## config.mk

```make
export PLATFORM = sky130hd
export DESIGN_NAME = branch_predictor_gshare
export DESIGN_NICKNAME = d
export VERILOG_FILES = /design/src/rtl/branch_predictor_gshare_pkg.sv /design/src/rtl/branch_predictor_gshare_btb.sv /design/src/rtl/branch_predictor_gshare.sv
export SDC_FILE = /design/constraint.sdc
export NUM_CORES = 2
export LEC_CHECK = 0
export BUFFER_PORTS_ARGS = -buffer_cell sky130_fd_sc_hd__buf_4
export CORE_AREA = 2 2 424 384
export CTS_BUF_LIST = sky130_fd_sc_hd__clkbuf_8 sky130_fd_sc_hd__clkbuf_16
export DETAILED_ROUTE_END_ITERATION = 10
export DIE_AREA = 0 0 426 386
export PLACE_DENSITY = 0.75
export SLEW_MARGIN = 20
export SYNTH_ARGS = -nofsm -noshare
export SYNTH_HDL_FRONTEND = slang
export SYNTH_SLANG_ARGS = --single-unit
```

## constraint.sdc

```tcl
create_clock -name clk -period 240.9 [get_ports clk]
set_input_delay 72.27 -clock clk [delete_from_list [all_inputs] [get_ports clk]]
set_output_delay 72.27 -clock clk [all_outputs]
set_load 0.03 [all_outputs]
```

## src/rtl/branch_predictor_gshare_pkg.sv

```systemverilog
`default_nettype none
// ============================================================================
// Module  : branch_predictor_gshare_pkg
// Purpose : Shared types for the IF-stage branch predictor. Contains the
//           BHT indexing mode, the BTB entry layout, the predictor word that
//           the pipeline carries IF->ID->EX, and a BTB tag extraction helper.
// Ports   : none (package)
// Revision: 1.0 - initial release
// ============================================================================
package branch_predictor_gshare_pkg;

  typedef enum logic {
    BRP_BIMODAL = 1'b0,
    BRP_GSHARE  = 1'b1
  } brp_mode_t;

  // Widest tag any legal BTB_IDX can need (PC[31:2] with BTB_IDX = 0).
  // Narrower tags are stored zero-extended, so one struct serves every size.
  localparam int unsigned BRP_TAG_MAX_W = 30;
  // Widest GHR the pipeline stage registers are prepared to carry.
  localparam int unsigned BRP_GHR_MAX_W = 16;

  typedef struct packed {
    logic                     valid;
    logic [BRP_TAG_MAX_W-1:0] tag;
    logic [31:0]              target;
    logic                     is_jal;
  } btb_entry_t;

  // Prediction metadata carried with the instruction through IF->ID->EX.
  typedef struct packed {
    logic                     pred_taken;
    logic [31:0]              pred_target;
    logic [BRP_GHR_MAX_W-1:0] ghr;
  } rv32i_brp_word;

  // Tag = PC bits above the BTB index field, zero-extended.
  function automatic logic [BRP_TAG_MAX_W-1:0] brp_tag(
    input logic [31:0] pc,
    input int unsigned idx_w
  );
    logic [31:0] shifted;
    shifted = pc >> (idx_w + 2);
    return shifted[BRP_TAG_MAX_W-1:0];
  endfunction

endpackage
`default_nettype wire

```

## src/rtl/branch_predictor_gshare_btb.sv

```systemverilog
`default_nettype none
// ============================================================================
// Module  : brp_btb
// Purpose : Tagged direct-mapped branch target buffer. Combinational read
//           indexed by the fetch PC, synchronous write from EX resolution.
//           A write replaces the whole entry (direct-mapped, no ways).
// Ports   : clk, rst          - clock, async active-high reset (clears valid)
//           rd_pc_i           - lookup PC
//           rd_hit_o          - entry valid and tag matches
//           rd_target_o       - stored target for the looked-up entry
//           rd_is_jal_o       - stored entry is an unconditional jal
//           wr_en_i           - write enable (already qualified by caller)
//           wr_pc_i           - PC of the resolved branch
//           wr_target_i       - resolved taken target
//           wr_is_jal_i       - resolved instruction is jal
// Revision: 1.0 - initial release
// ============================================================================
module brp_btb
  import branch_predictor_gshare_pkg::*;
#(
  parameter int unsigned BTB_IDX = 5
) (
  input  logic        clk,
  input  logic        rst,
  input  logic [31:0] rd_pc_i,
  output logic        rd_hit_o,
  output logic [31:0] rd_target_o,
  output logic        rd_is_jal_o,
  input  logic        wr_en_i,
  input  logic [31:0] wr_pc_i,
  input  logic [31:0] wr_target_i,
  input  logic        wr_is_jal_i
);

  localparam int unsigned DEPTH = 1 << BTB_IDX;

  btb_entry_t entry_q [DEPTH];

  logic [BTB_IDX-1:0]       rd_idx;
  logic [BTB_IDX-1:0]       wr_idx;
  logic [BRP_TAG_MAX_W-1:0] rd_tag;
  btb_entry_t               rd_entry;
  btb_entry_t               wr_entry_d;

  assign rd_idx   = rd_pc_i[BTB_IDX+1:2];
  assign wr_idx   = wr_pc_i[BTB_IDX+1:2];
  assign rd_tag   = brp_tag(rd_pc_i, BTB_IDX);
  assign rd_entry = entry_q[rd_idx];

  assign rd_hit_o    = rd_entry.valid && (rd_entry.tag == rd_tag);
  assign rd_target_o = rd_entry.target;
  assign rd_is_jal_o = rd_entry.is_jal;

  always_comb begin
    wr_entry_d        = '0;
    wr_entry_d.valid  = 1'b1;
    wr_entry_d.tag    = brp_tag(wr_pc_i, BTB_IDX);
    wr_entry_d.target = wr_target_i;
    wr_entry_d.is_jal = wr_is_jal_i;
  end

  always_ff @(posedge clk or posedge rst) begin
    if (rst) begin
      for (int i = 0; i < int'(DEPTH); i++) begin
        entry_q[i] <= '0;
      end
    end else if (wr_en_i) begin
      entry_q[wr_idx] <= wr_entry_d;
    end
  end

endmodule
`default_nettype wire

```

## src/rtl/branch_predictor_gshare.sv

```systemverilog
`default_nettype none
// ============================================================================
// Module  : branch_predictor_gshare
// Purpose : IF-stage branch predictor: BHT of saturating counters indexed
//           bimodally or by gshare hash, plus a tagged direct-mapped BTB.
//           Prediction is combinational from the fetch PC; training comes
//           from EX resolution. Perf counters count resolved branches and
//           mispredictions.
// Ports   : clk, rst        - clock, async active-high reset
//           stall_i         - freezes every piece of state
//           pc_if_i         - fetch PC
//           pred_taken_o    - redirect fetch to pred_target_o
//           pred_hit_o      - BTB hit for pc_if_i
//           pred_target_o   - predicted next PC (pc_if_i+4 when not taken)
//           pred_ghr_o      - GHR snapshot travelling with the instruction
//           upd_*_i         - EX resolution of a br/jal
//           br_count_o      - resolved br/jal count (wraps)
//           mp_count_o      - mispredict count (wraps)
// Revision: 1.0 - initial release
// ============================================================================
module branch_predictor_gshare
  import branch_predictor_gshare_pkg::*;
#(
  parameter int unsigned BHT_IDX = 6,
  parameter int unsigned BTB_IDX = 5,
  parameter int unsigned GHR_W   = 6,   // must be <= BHT_IDX
  parameter int unsigned CNT_W   = 2,
  parameter brp_mode_t   MODE    = BRP_GSHARE
) (
  input  logic             clk,
  input  logic             rst,
  input  logic             stall_i,
  input  logic [31:0]      pc_if_i,
  output logic             pred_taken_o,
  output logic             pred_hit_o,
  output logic [31:0]      pred_target_o,
  output logic [GHR_W-1:0] pred_ghr_o,
  input  logic             upd_valid_i,
  input  logic             upd_is_jal_i,
  input  logic [31:0]      upd_pc_i,
  input  logic [GHR_W-1:0] upd_ghr_i,
  input  logic             upd_taken_i,
  input  logic [31:0]      upd_target_i,
  input  logic             upd_mispred_i,
  output logic [31:0]      br_count_o,
  output logic [31:0]      mp_count_o
);

  localparam int unsigned BHT_DEPTH = 1 << BHT_IDX;
  // Weakly-not-taken: MSB clear, all lower bits set.
  localparam logic [CNT_W-1:0] CNT_INIT = {1'b0, {(CNT_W-1){1'b1}}};
  localparam logic [CNT_W-1:0] CNT_MAX  = {CNT_W{1'b1}};

  logic [CNT_W-1:0] bht_q [BHT_DEPTH];
  logic [GHR_W-1:0] ghr_q, ghr_d;
  logic [31:0]      br_count_q, br_count_d;
  logic [31:0]      mp_count_q, mp_count_d;

  logic               commit;
  logic [BHT_IDX-1:0] pred_idx;
  logic [BHT_IDX-1:0] upd_idx;
  logic [CNT_W-1:0]   pred_ctr;
  logic [CNT_W-1:0]   upd_ctr;
  logic [CNT_W-1:0]   upd_ctr_d;
  logic               btb_hit;
  logic [31:0]        btb_target;
  logic               btb_is_jal;

  assign commit = upd_valid_i && !stall_i;

  // ---------------------------------------------------------------------
  // BHT index: the GHR is zero-extended to the index width before the XOR,
  // so with GHR_W < BHT_IDX only the low index bits see history.
  // ---------------------------------------------------------------------
  always_comb begin
    pred_idx = pc_if_i[BHT_IDX+1:2];
    upd_idx  = upd_pc_i[BHT_IDX+1:2];
    if (MODE == BRP_GSHARE) begin
      pred_idx = pred_idx ^ BHT_IDX'(ghr_q);
      upd_idx  = upd_idx ^ BHT_IDX'(upd_ghr_i);
    end
  end

  // ---------------------------------------------------------------------
  // Prediction (reads the pre-update state; no bypass from the write port)
  // ---------------------------------------------------------------------
  assign pred_ctr = bht_q[pred_idx];

  brp_btb #(
    .BTB_IDX (BTB_IDX)
  ) u_btb (
    .clk         (clk),
    .rst         (rst),
    .rd_pc_i     (pc_if_i),
    .rd_hit_o    (btb_hit),
    .rd_target_o (btb_target),
    .rd_is_jal_o (btb_is_jal),
    .wr_en_i     (commit && upd_taken_i),
    .wr_pc_i     (upd_pc_i),
    .wr_target_i (upd_target_i),
    .wr_is_jal_i (upd_is_jal_i)
  );

  assign pred_hit_o    = btb_hit;
  assign pred_taken_o  = btb_hit && (btb_is_jal || pred_ctr[CNT_W-1]);
  assign pred_target_o = pred_taken_o ? btb_target : (pc_if_i + 32'd4);
  assign pred_ghr_o    = ghr_q;

  // ---------------------------------------------------------------------
  // Training
  // ---------------------------------------------------------------------
  assign upd_ctr = bht_q[upd_idx];

  always_comb begin
    upd_ctr_d = upd_ctr;
    if (upd_taken_i) begin
      if (upd_ctr != CNT_MAX) upd_ctr_d = upd_ctr + 1'b1;
    end else begin
      if (upd_ctr != '0) upd_ctr_d = upd_ctr - 1'b1;
    end
  end

  always_ff @(posedge clk or posedge rst) begin
    if (rst) begin
      for (int i = 0; i < int'(BHT_DEPTH); i++) begin
        bht_q[i] <= CNT_INIT;
      end
    end else if (commit && !upd_is_jal_i) begin
      bht_q[upd_idx] <= upd_ctr_d;
    end
  end

  // History only records conditional branch outcomes, and only at
  // resolution time, so it never needs repair after a mispredict.
  always_comb begin
    ghr_d = ghr_q;
    if (commit && !upd_is_jal_i) begin
      ghr_d = (ghr_q << 1) | GHR_W'(upd_taken_i);
    end
  end

  always_comb begin
    br_count_d = br_count_q;
    mp_count_d = mp_count_q;
    if (commit) begin
      br_count_d = br_count_q + 32'd1;
      if (upd_mispred_i) mp_count_d = mp_count_q + 32'd1;
    end
  end

  always_ff @(posedge clk or posedge rst) begin
    if (rst) begin
      ghr_q      <= '0;
      br_count_q <= '0;
      mp_count_q <= '0;
    end else begin
      ghr_q      <= ghr_d;
      br_count_q <= br_count_d;
      mp_count_q <= mp_count_d;
    end
  end

  assign br_count_o = br_count_q;
  assign mp_count_o = mp_count_q;

endmodule
`default_nettype wire

```

==> qor.csv <==
stage;metric;value;unit
clock_tree;cts_setup_buffers;0;
setup_path;slowest_delay;0.98;ns
yosys;synth_cells;6302;
sta;drv_slew;0;
placement;gp_congestion;0.9116;
yosys;ys_seq_area_share;54.64;%
pwr;p_sw;199.3;uW
die;core_area;0.1605;sq mm
sta;maxSlewHeadroom;20.44;%
clock_tree;clock-sinks;2086;
detailed_routing;wire_per_inst;30.40;um
detailed_routing;vias;57120;
sta;fmax;6.577;MHz
setup_path;worstReg2RegEnd;bht_q[120];
yosys;synth-edff-count;0;
yosys;synth.cell_area;0.09568;sq mm
setup_path;crit_family;buffers and inverters;
setup_path;crit_slowest_cell;a2111oi_1;
setup_path;crit_top_cell;buf_4;
pwr;p_leak;50.30;nW
min_path;hp-class;reg -> reg;
global_routing;antenna_found_initial;17;
pwr;irDropWorstVdd;0.006551;mV
finish;syn2layout_area_growth;10.59;%
detailed_routing;first_iter_violations;5328;
sta;setup_tns;0;ns
clock_tree;clkTransAtPathRegs;0.06;ns
die;start_util;59.63;%
clock_tree;clock_latency;0.85;ns
setup_path;critical_path_required;168.63;ns
setup_path;crit_chain;buf_8 > buf_4 > buf_4 > buf_4 > mux4_2 > nor2_1 > a2111oi_1 > a22oi_1 > nor4b_1 > a31oi_1 > nand4_4 > buf_4 > a211oi_1 > a21oi_1 > buf_4;
clock_tree;root_buffer;clkbuf_16;
clock_tree;clock_path_buffers;3;
clock_tree;cts_max_level;4;
die;placementRows;140;
setup_path;start_kind;primary input;
yosys;synth_ff_type;dfrtp_1;
global_routing;grt_pass1_wl;390500;um
setup_path;crit_type;in -> out;
clock_tree;ctsHoldBuffers;0;
min_path;worstHoldPathCells;1;
placement;numPortBuffers;210;
pwr;combPwrFrac;11.0;%
sta;rsz0062_at_grt;no;
setup_path;critPathLaunch;pc_if_i[2];
global_routing;gr-total-overflow;0;
global_routing;grt_usage;32.18;%
yosys;ys_types;70;
clock_tree;cts-buffers-inserted;206;
clock_tree;ctsResizeCount;0;
status;status;completed;
detailed_routing;drc_errors;0;
yosys;avgSynthCellArea;15.18;sq um
clock_tree;cts_tree;built;
pwr;power.clock.fraction;40.2;%
setup_path;regToRegSetupSlack;237.73;ns
sta;period_needed;152.04;ns
setup_path;crit_arrival;79.77;ns
detailed_routing;routed_wl;260600;um
finish;utilization;65.95;%
pwr;seqPwrFrac;48.9;%
sta;timing.final.crit_share;63.11;%
detailed_routing;drt_first_pass_iters;8;
sta;tightest_slew;1.193;ns
setup_path;crit_fanout;60;
die;die_h;386;um
detailed_routing;viasPerCell;6.664;
die;num_io_pins;213;
flow_run;cap_violations;0;
setup_path;r2r-start;bht_q[24];
min_path;hold-path-endpoint;u_btb.entry_q[1343];
yosys;syn_nets;6414;
pwr;internal_power;609.7;uW
finish;layout-drive-gt1-share;50.82;%
placement;hpwl;146000;um
min_path;worstHoldStart;u_btb.entry_q[1343];
die;die_x;426;um
yosys;yosysWarningCount;0;
yosys;synthArstFlopShare;100.0;%
setup_path;path_buf_inv;6;
setup_path;endpoint_kind;primary output;
sta;hold_viol;0;
sta;setup_viol;0;
yosys;synth.ff_latch_count;2086;
die;dieArea;0.1644;sq mm
pwr;power_switching_share;24.63;%
global_routing;first_global_vias;58930;
sta;finClkSkew;0.01751;ns
setup_path;rr_worst_depth;9;
global_routing;grt_max_degree;192;
detailed_routing;ant_nets;0;
pwr;powerDensity;7.646;mW/mm^2
finish;nets;6376;
==> metal layers <==
metal	wire length, um	up-vias	track usage [%]
li1	-	23320	-
met1	106400	31010	44.35
met2	124800	2245	51.37
met3	18660	540	5.927
met4	10700	4	12.44
met5	23	-	0
==> final cells by class <==
type / instances / area [sq um]
fillers: 11180 / 54640
flip-flops and latches: 2086 / 52280
multi-input cells: 3629 / 41250
clock buffers: 262 / 5971
well taps: 2130 / 2665
repair buffers: 331 / 2649
clock inverters: 118 / 928.4
inverters: 10 / 52.55
diodes: 5 / 12.51
==> worst register-to-register path: cells and delay by family (launching register included) <==
family                   cells  cell delay [ns]
AND/OR/NAND/NOR              2             0.41
AO/OA/AOI/OAI                5             0.98
adder cells (fa/ha/maj)      1             1.02
multiplexers                 1             0.34
flip-flops                   1             0.37
==> placed cells by master (no fill, tap or decap), drive strengths merged, types with 6 or more instances in the layout <==
master,instances
o22ai,28
dfstp,64
xnor2,87
clkbuf,262
nand2,219
and3,21
a221oi,21
o21ai,47
a21oi,75
clkinv,43
bufinv,11
a211oi,36
nand2b,20
nand3,44
mux2,1965
nor2b,11
or2,21
o221ai,20
dfrtp,2022
mux2i,108
nor3,17
mux4,507
a31oi,12
a22o,23
xor2,48
buf,331
a2111oi,19
inv,68
clkinvlp,6
nor2,120
and2,33
or3,6
nand4,34
a22oi,37
==> stage by stage <==
step	power, mW	cell area, sq um	hold slack, ns	setup WS, ns	std cells
floorplan	0.4658	95680	0.4289	93.07	6302
global placement	0.4846	98780	0.4437	88.62	8183
detailed placement	0.4892	98840	0.4496	88.83	8185
CTS	0.8130	105700	0.4636	88.85	8565
global route	0.8381	105800	0.4771	88.49	8569
finish	0.8090	105800	0.4613	88.86	8571
==> how the worst max path moves through the flow <==
stage                   endpoint  depth (start not counted)  slack (ns)
3_3_place_gp   pred_target_o[17]                         15       88.62
4_1_cts        pred_target_o[15]                         16       88.85
6_report       pred_target_o[15]                         15       88.86
2_1_floorplan  pred_target_o[20]                         14       93.07
3_5_place_dp   pred_target_o[15]                         16       88.83
5_1_grt        pred_target_o[15]                         16       88.49
==> power groups by stage <==
stage / Clock, mW / Sequential (mW) / Combinational (mW)
global route: 0.345 / 0.398 / 0.0952
floorplan: 0 / 0.401 / 0.0650
CTS: 0.330 / 0.395 / 0.0887
finish: 0.325 / 0.395 / 0.0887
detailed placement: 0 / 0.401 / 0.0883
global placement: 0 / 0.399 / 0.0859
==> cell families after synthesis <==
family,Yosys count,share of synthesized area (%)
multiplexers,2580,36.20
flip-flops,2086,54.64
XOR/XNOR,135,1.236
AO/OA/AOI/OAI,340,2.456
buffers and inverters,587,2.568
adder cells (fa/ha/maj),6,0.07062
AND/OR/NAND/NOR,568,2.831
==> registers in the layout, indices dropped and copies added, names as in the netlist <==
register and count:
u_btb.entry_q 1888, br_count_o 32, mp_count_o 32, bht_q 128, pred_ghr_o 6
==> cell usage after synthesis, types with 16 or more instances <==
master	n	area, sq um
dfrtp_1	2022	50600
mux2_2	1964	22120
mux4_2	507	11420
clkbuf_1	374	1404
nand2_1	219	822.0
nor2_1	120	450.4
mux2i_1	108	1081
buf_1	105	394.1
xnor2_1	87	762.0
a21oi_1	75	375.4
buf_2	68	340.3
dfstp_2	64	1682
xor2_1	48	420.4
o21ai_0	46	230.2
nand3_1	44	220.2
a22oi_1	37	277.8
a211oi_1	36	270.3
nand4_1	33	206.5
and2_1	32	200.2
o22ai_1	28	175.2
a22o_1	23	201.4
a221oi_1	21	183.9
and3_1	21	131.4
nand2b_1	20	125.1
o221ai_1	20	175.2
or2_2	20	125.1
a2111oi_0	16	140.1
nor3_1	16	80.08
Note: power is estimated with default switching activity, not from simulation.
